$ cat src/rtl/oufbuf_rd_streamer_pkg.sv
// Shared definitions for the output-frame read streamer.
// Holds the FSM encoding, default frame geometry, sideband bit layout
// and the RGB565 -> RGB888 expansion helper.
package oufbuf_rd_streamer_pkg;

  localparam int H_PIXELS    = 480;
  localparam int V_LINES     = 272;
  localparam int FRAME_WORDS = H_PIXELS * V_LINES;
  localparam int ADDR_W      = 17;
  localparam int DATA_W      = 16;

  // Sideband travels with each word through the FIFO as {sof, eol, eof}.
  localparam int SB_W   = 3;
  localparam int SB_SOF = 2;
  localparam int SB_EOL = 1;
  localparam int SB_EOF = 0;

  typedef enum logic [1:0] {
    ST_IDLE  = 2'd0,
    ST_FETCH = 2'd1,
    ST_DRAIN = 2'd2,
    ST_DONE  = 2'd3
  } rd_state_t;

  // MSB replication keeps full-scale white at 8'hFF and black at 8'h00.
  function automatic logic [23:0] rgb565_to_rgb888(input logic [15:0] w);
    return {w[15:11], w[15:13], w[10:5], w[10:9], w[4:0], w[4:2]};
  endfunction

endpackage

$ cat src/rtl/oufbuf_rd_fifo2.sv
// Purpose : 2-entry first-word-fall-through FIFO holding pixel + sideband.
// Latency : a push is visible at head the cycle after it is written.
// Backpr. : pop only when non-empty; a push while full is taken only with a same-cycle pop.
// Ports   : clk/rst, push/push_data in, pop in, head/count/empty/full out.
module oufbuf_rd_fifo2 #(
  parameter int W = 19
) (
  input  logic         clk,
  input  logic         rst,
  input  logic         push,
  input  logic [W-1:0] push_data,
  input  logic         pop,
  output logic [W-1:0] head,
  output logic [1:0]   count,
  output logic         empty,
  output logic         full
);

  logic [W-1:0] mem_q [2];
  logic         wr_ptr_q;
  logic         rd_ptr_q;
  logic [1:0]   count_q;
  logic         do_push;
  logic         do_pop;

  assign empty   = (count_q == 2'd0);
  assign full    = (count_q == 2'd2);
  assign do_pop  = pop & ~empty;
  assign do_push = push & (~full | do_pop);
  assign head    = mem_q[rd_ptr_q];
  assign count   = count_q;

  always_ff @(posedge clk or posedge rst) begin
    if (rst) begin
      mem_q[0] <= '0;
      mem_q[1] <= '0;
      wr_ptr_q <= 1'b0;
      rd_ptr_q <= 1'b0;
      count_q  <= 2'd0;
    end else begin
      if (do_push) begin
        mem_q[wr_ptr_q] <= push_data;
        wr_ptr_q        <= ~wr_ptr_q;
      end
      if (do_pop) begin
        rd_ptr_q <= ~rd_ptr_q;
      end
      if (do_push && !do_pop) begin
        count_q <= count_q + 2'd1;
      end else if (do_pop && !do_push) begin
        count_q <= count_q - 2'd1;
      end
    end
  end

endmodule

$ cat src/rtl/oufbuf_rd_streamer.sv
// Purpose : scans one finished RGB565 frame out of SRAM in raster order as a
//           valid/ready pixel stream with sof/eol/eof markers.
// Latency : first oPixValid 3 cycles after iStart; 1 pixel/clock with ready held high.
// Backpr. : reads are credit-limited to the 2-entry FIFO, so stalls never drop or repeat pixels.
// Ports   : iStart/oBusy/oFrameDone control, oRdEn/oRdAddr/iRdData SRAM read port,
//           oPixValid/iPixReady/oPixData/oSof/oEol/oEof stream.
// Option  : define OUFRD_RGB888_EN for 24-bit RGB888 oPixData (expanded from the FIFO head).
module oufbuf_rd_streamer #(
  parameter int H_PIXELS = oufbuf_rd_streamer_pkg::H_PIXELS,
  parameter int V_LINES  = oufbuf_rd_streamer_pkg::V_LINES,
  parameter int ADDR_W   = oufbuf_rd_streamer_pkg::ADDR_W,
  parameter int DATA_W   = oufbuf_rd_streamer_pkg::DATA_W
) (
  input  logic              iClk,
  input  logic              iRst,
  input  logic              iStart,
  output logic              oBusy,
  output logic              oRdEn,
  output logic [ADDR_W-1:0] oRdAddr,
  input  logic [DATA_W-1:0] iRdData,
  output logic              oPixValid,
  input  logic              iPixReady,
`ifdef OUFRD_RGB888_EN
  output logic [23:0]       oPixData,
`else
  output logic [DATA_W-1:0] oPixData,
`endif
  output logic              oSof,
  output logic              oEol,
  output logic              oEof,
  output logic              oFrameDone
);

  import oufbuf_rd_streamer_pkg::*;

  localparam int FRAME_WORDS = H_PIXELS * V_LINES;
  localparam int COL_W       = (H_PIXELS > 1) ? $clog2(H_PIXELS) : 1;
  localparam int ROW_W       = (V_LINES > 1) ? $clog2(V_LINES) : 1;
  localparam int FIFO_W      = DATA_W + SB_W;

  rd_state_t         state_q;
  rd_state_t         state_d;
  logic              busy_q;
  logic              inflight_q;
  logic [SB_W-1:0]   sb_q;
  logic [COL_W-1:0]  col_q;
  logic [ROW_W-1:0]  row_q;
  logic [ADDR_W-1:0] addr_q;

  logic              rd_en;
  logic              frame_done;
  logic              last_addr;
  logic              col_last;
  logic              row_last;
  logic [SB_W-1:0]   sb_issue;
  logic [2:0]        credit_used;

  logic              fifo_pop;
  logic              fifo_empty;
  logic              fifo_full;
  logic [1:0]        fifo_count;
  logic [FIFO_W-1:0] fifo_head;
  logic [DATA_W-1:0] head_data;

  assign fifo_pop = ~fifo_empty & iPixReady;

  // Slots already spoken for: words held (minus the one leaving this cycle)
  // plus the word still coming back from SRAM. A new read needs a free slot.
  assign credit_used = {1'b0, fifo_count} - {2'b00, fifo_pop} + {2'b00, inflight_q};

  assign last_addr = (addr_q == ADDR_W'(FRAME_WORDS - 1));
  assign col_last  = (col_q == COL_W'(H_PIXELS - 1));
  assign row_last  = (row_q == ROW_W'(V_LINES - 1));

  always_comb begin
    sb_issue         = '0;
    sb_issue[SB_SOF] = (col_q == '0) && (row_q == '0);
    sb_issue[SB_EOL] = col_last;
    sb_issue[SB_EOF] = col_last && row_last;
  end

  always_comb begin
    state_d    = state_q;
    rd_en      = 1'b0;
    frame_done = 1'b0;
    unique case (state_q)
      ST_IDLE: begin
        if (iStart) state_d = ST_FETCH;
      end
      ST_FETCH: begin
        rd_en = (credit_used < 3'd2);
        if (rd_en && last_addr) state_d = ST_DRAIN;
      end
      ST_DRAIN: begin
        if (fifo_empty && !inflight_q) state_d = ST_DONE;
      end
      ST_DONE: begin
        frame_done = 1'b1;
        state_d    = ST_IDLE;
      end
      default: state_d = ST_IDLE;
    endcase
  end

  always_ff @(posedge iClk or posedge iRst) begin
    if (iRst) begin
      state_q    <= ST_IDLE;
      busy_q     <= 1'b0;
      inflight_q <= 1'b0;
      sb_q       <= '0;
      col_q      <= '0;
      row_q      <= '0;
      addr_q     <= '0;
    end else begin
      state_q    <= state_d;
      inflight_q <= rd_en;

      if (state_q == ST_IDLE && iStart) begin
        busy_q <= 1'b1;
      end else if (fifo_pop && fifo_head[SB_EOF]) begin
        busy_q <= 1'b0;
      end

      if (rd_en) begin
        // Markers are computed at issue and delayed one cycle to meet the SRAM data.
        sb_q   <= sb_issue;
        addr_q <= last_addr ? '0 : addr_q + 1'b1;
        if (col_last) begin
          col_q <= '0;
          row_q <= row_last ? '0 : row_q + 1'b1;
        end else begin
          col_q <= col_q + 1'b1;
        end
      end
    end
  end

  oufbuf_rd_fifo2 #(
    .W (FIFO_W)
  ) u_fifo (
    .clk       (iClk),
    .rst       (iRst),
    .push      (inflight_q),
    .push_data ({iRdData, sb_q}),
    .pop       (fifo_pop),
    .head      (fifo_head),
    .count     (fifo_count),
    .empty     (fifo_empty),
    .full      (fifo_full)
  );

  assign head_data = fifo_head[FIFO_W-1:SB_W];

  assign oBusy      = busy_q;
  assign oRdEn      = rd_en;
  assign oRdAddr    = addr_q;
  assign oFrameDone = frame_done;
  assign oPixValid  = ~fifo_empty;
  // Markers are gated so they never assert on a stale head entry.
  assign oSof       = ~fifo_empty & fifo_head[SB_SOF];
  assign oEol       = ~fifo_empty & fifo_head[SB_EOL];
  assign oEof       = ~fifo_empty & fifo_head[SB_EOF];

`ifdef OUFRD_RGB888_EN
  assign oPixData = rgb565_to_rgb888(head_data[15:0]);
`else
  assign oPixData = head_data;
`endif

endmodule
$ cat config.mk
export PLATFORM = sky130hd
export DESIGN_NAME = oufbuf_rd_streamer
export DESIGN_NICKNAME = d
export VERILOG_FILES = /design/src/rtl/oufbuf_rd_streamer_pkg.sv /design/src/rtl/oufbuf_rd_fifo2.sv /design/src/rtl/oufbuf_rd_streamer.sv
export SDC_FILE = /design/constraint.sdc
export NUM_CORES = 1
export LEC_CHECK = 0
export CORE_MARGIN = 8
export CORE_UTILIZATION = 35
export DETAILED_ROUTE_END_ITERATION = 6
export GPL_TIMING_DRIVEN = 1
export HOLD_SLACK_MARGIN = 0.1
export PLACE_DENSITY = 0.59
export SYNTH_ARGS = -nofsm -noshare
export SYNTH_HDL_FRONTEND = slang
export SYNTH_SLANG_ARGS = --single-unit
export TNS_END_PERCENT = 50
$ cat constraint.sdc
create_clock -name iClk -period 6.2 [get_ports iClk]
set_input_delay 0.62 -clock iClk [delete_from_list [all_inputs] [get_ports iClk]]
set_output_delay 0.62 -clock iClk [all_outputs]
set_load 0.005 [all_outputs]
==> results_dict.tcl <==
set metrics [dict create \
    ys_ff_latch 84 \
    drt.antenna.violating_nets 0 \
    hp-class "register to register" \
    num_io_pins 60 \
    period_needed_ns 4.09 \
    placed_cell_area_um2 4840 \
    clkSlewWorstSetupHoldPaths_ns 0.06 \
    pwr-share-clk_pct 22.0 \
    slowest_stage "clkdlybuf4s50_1" \
    postSynthCellCount 342 \
    die_x_um 124 \
    irDropWorstVdd_uv 222 \
    cp_data_required_time_ns 5.58 \
    grt_pass1_vias 2800 \
    synth_edf_count 0 \
    yosys.area_share.adder_pct 4.14 \
    synth_top_area_share_pct 51.2 \
    sw_frac_of_total_pct 32.9 \
    syn_area_um2 4110 \
    crit_fanout 10 \
    drt_iter0_drc 156 \
    nets 438 \
    synth_xor_area_share_pct 5.94 \
    wl_met2_um 3760 \
    async_flop_share_pct 100 \
    area_delta_synth_final_pct 24.5 \
    die_area_um2 15500 \
    cts_sinks 84 \
    die_y_um 124 \
    finalNonFillerCells 552 \
    grt_pass1_wl_um 13900 \
    antenna_found_initial 0 \
    yosysWarnings 0 \
    worstSetupStartpointType "register" \
    outcome "finished, final reports clean" \
    muxShareOfSynthArea_pct 16.9 \
    layout-drive-gt1-share_pct 22.5 \
    top_layer "met4" \
    rows 39 \
    r2r_end "oRdAddr[7]" \
    final_cell_mix "84 x dfrtp_1, 59 x clkdlybuf4s50_1, 54 x mux2_2" \
    leakage_nw 2.24 \
    cts_htree_levels 3 \
    switchingPower_mw 0.729 \
    cts_tree "done" \
    r2r_slack_ns 2.62 \
    core_um2 11400 \
    cts-root-buf "clkbuf_16" \
    synth_ff_type "dfrtp_1" \
    globalplace.congestion 0.752 \
    hold_path_depth 1 \
    clockBufferDepth 2 \
    min_from "oRdAddr[16]" \
    yosysUniqueCellTypes 54 \
    dr.pass1.iters 4 \
    hold_end "oRdAddr[16]" \
    postCtsSetupBuffers 0 \
    synth_top_family_by_area "multiplexers" \
    fin_crit_sh_pct 66.0 \
    m1WireLength_um 4030 \
    reg2reg_depth 12 \
    finish.instance_area_um2 5110 \
    critical_path_class "register to output pin" \
    rsz0062_at_grt "no" \
    comb_power_share_pct 39.4 \
    dp_hpwl_um 5710 \
    r2r_start "u_fifo.count[1]" \
    drv_slew 0 \
    diodes 0 \
    crit_top_cell "inv_1" \
    dr_total_vias 2715 \
    drcViolationCount 0 \
    finalSetupViolCount 0 \
    fillers 1101 \
    p_seq_share_pct 38.6 \
    syn-num-nets 375 \
    avgSynthCellArea_um2 12.0 \
    final_hold_viol_count 0 \
    ys_seq_area_share_pct 51.2 \
    max_stage_delay_ns 0.53 \
    met3_length_um 327 \
    grt_max_degree 85 \
    synth_area_leaders "dfrtp_1 51%, mux2_2 15%, ha_1 3.7%" \
    clk_latency_ns 0.33 \
    path_cells "nor2_1 -> inv_1 -> nand2_1 -> inv_1 -> ha_1 -> nand2b_1 -> fa_1 -> xnor2_2 -> nand3_4 -> inv_4 -> clkdlybuf4s50_1" \
    mostFrequentLayoutCell "dfrtp_1" \
    worst_pin_slew_ns 1.08 \
    drv_cap 0 \
    synth_top_area_cell "dfrtp_1" \
    skew_ns 0.00584 \
    max_slew_margin_pct 27.9 \
    hold_buffers 0 \
    fmax_ghz 0.245 \
    worstPathArrival_ns 3.47 \
    ctsResizeCount 0 \
    initial_core_util_pct 36.0 \
    power_density_nw_per_um2 434 \
    grt_overflow 0 \
    synth_compound_area_share_pct 3.99 \
    totalWireLength_um 8160 \
    cts_buffers 9 \
    synthSimpleGateAreaFrac_pct 15.5 \
    port-buffer-count 59 \
    wire_per_inst_um 14.8 \
    finalSetupTns_ns 0 \
    grt_util_all_layers_pct 10.6 \
    via_per_inst 4.92 \
    placedCellCount 537 \
    p_int_mw 1.49 \
    setup.worst_path.end_class "output pin" \
    final_core_util_pct 44.8 \
]
## final cells by class
class	instances	area [µm²]	share of cell area, %
repair buffers	60	598	11.7
inverters	12	48.8	0.954
clock buffers	9	225	4.41
well taps	143	179	3.50
multi-input cells	238	1910	37.4
clock inverters	6	47.5	0.930
flip-flops and latches	84	2100	41.1
## sequential cells by signal, indices dropped and copies added (netlist names)
| name | cells |
|---|---|
| u_fifo.mem_q | 38 |
| oRdAddr | 17 |
| col_q | 9 |
| row_q | 9 |
| sb_q | 3 |
| state_q | 2 |
| u_fifo.count | 2 |
| inflight_q | 1 |
| oBusy | 1 |
| u_fifo.rd_ptr_q | 1 |
| u_fifo.wr_ptr_q | 1 |
## cells by family (layout without fill, tap and decap cells)
family / after synthesis / count (layout)
xor gates and xnor gates: 27 / 27
and+or+nand+nor: 110 / 110
DFF: 84 / 84
AOI/OAI and AO/OA: 26 / 26
buffers and inverters: 20 / 87
adders and majority gates: 13 / 13
muxes: 62 / 62
## critical path, delay by kind of cell, from the launching register on
family,cells,cell delay (ns)
adders and majority gates,2,0.69
and+or+nand+nor,4,0.79
DFF,1,0.49
xor gates and xnor gates,1,0.31
buffers and inverters,4,0.87
## metrics by stage
stage | hold slack [ns] | power (mW) | setup WS (ns)
after floorplan | 0.460 | 1.39 | 2.99
after global placement | 0.481 | 1.73 | 2.32
after detailed placement | 0.487 | 1.75 | 2.27
after CTS | 0.501 | 2.26 | 2.07
after global routing | 0.514 | 2.37 | 1.84
final | 0.496 | 2.22 | 2.11
## worst max-delay path by stage
stage | startpoint | slack [ns] | to | depth (start not counted)
final | u_fifo.count[1] | 2.11 | oRdEn | 11
after global routing | u_fifo.count[1] | 1.84 | oRdEn | 11
after CTS | u_fifo.count[1] | 2.07 | oRdEn | 11
after detailed placement | iPixReady | 2.27 | oRdEn | 10
after global placement | iPixReady | 2.32 | oRdEn | 10
after floorplan | u_fifo.count[1] | 2.99 | oRdAddr[14] | 13
## routing by layer
| layer | vias up | global-route usage [%] |
|---|---|---|
| met4 | 0 | 2.34 |
| met5 | - | 0 |
| met2 | 48 | 16.8 |
| met1 | 1339 | 13.9 |
| li1 | 1320 | - |
| met3 | 8 | 3.23 |
## power groups by stage
stage	clock network, mW	registers [mW]	logic [mW]
after floorplan	0	0.804	0.590
after global placement	0	0.860	0.873
after detailed placement	0	0.865	0.889
after CTS	0.508	0.857	0.893
after global routing	0.532	0.880	0.963
final	0.488	0.855	0.874
## synthesized netlist by cell type (all sizes together), types with 2 or more instances
library cell,n
a21oi,4
xor2,15
and4,3
mux2,55
clkbuf,2
ha,12
or3,3
inv,12
a21o,2
nand3,17
nor4,5
nand2b,3
nor3b,2
or2b,2
and3,5
xnor2,12
mux2i,7
buf,6
nor3,6
or4,2
nor2,18
o21ai,13
nand2,32
nand4,8
dfrtp,84
(Power assumes the default switching activity.)
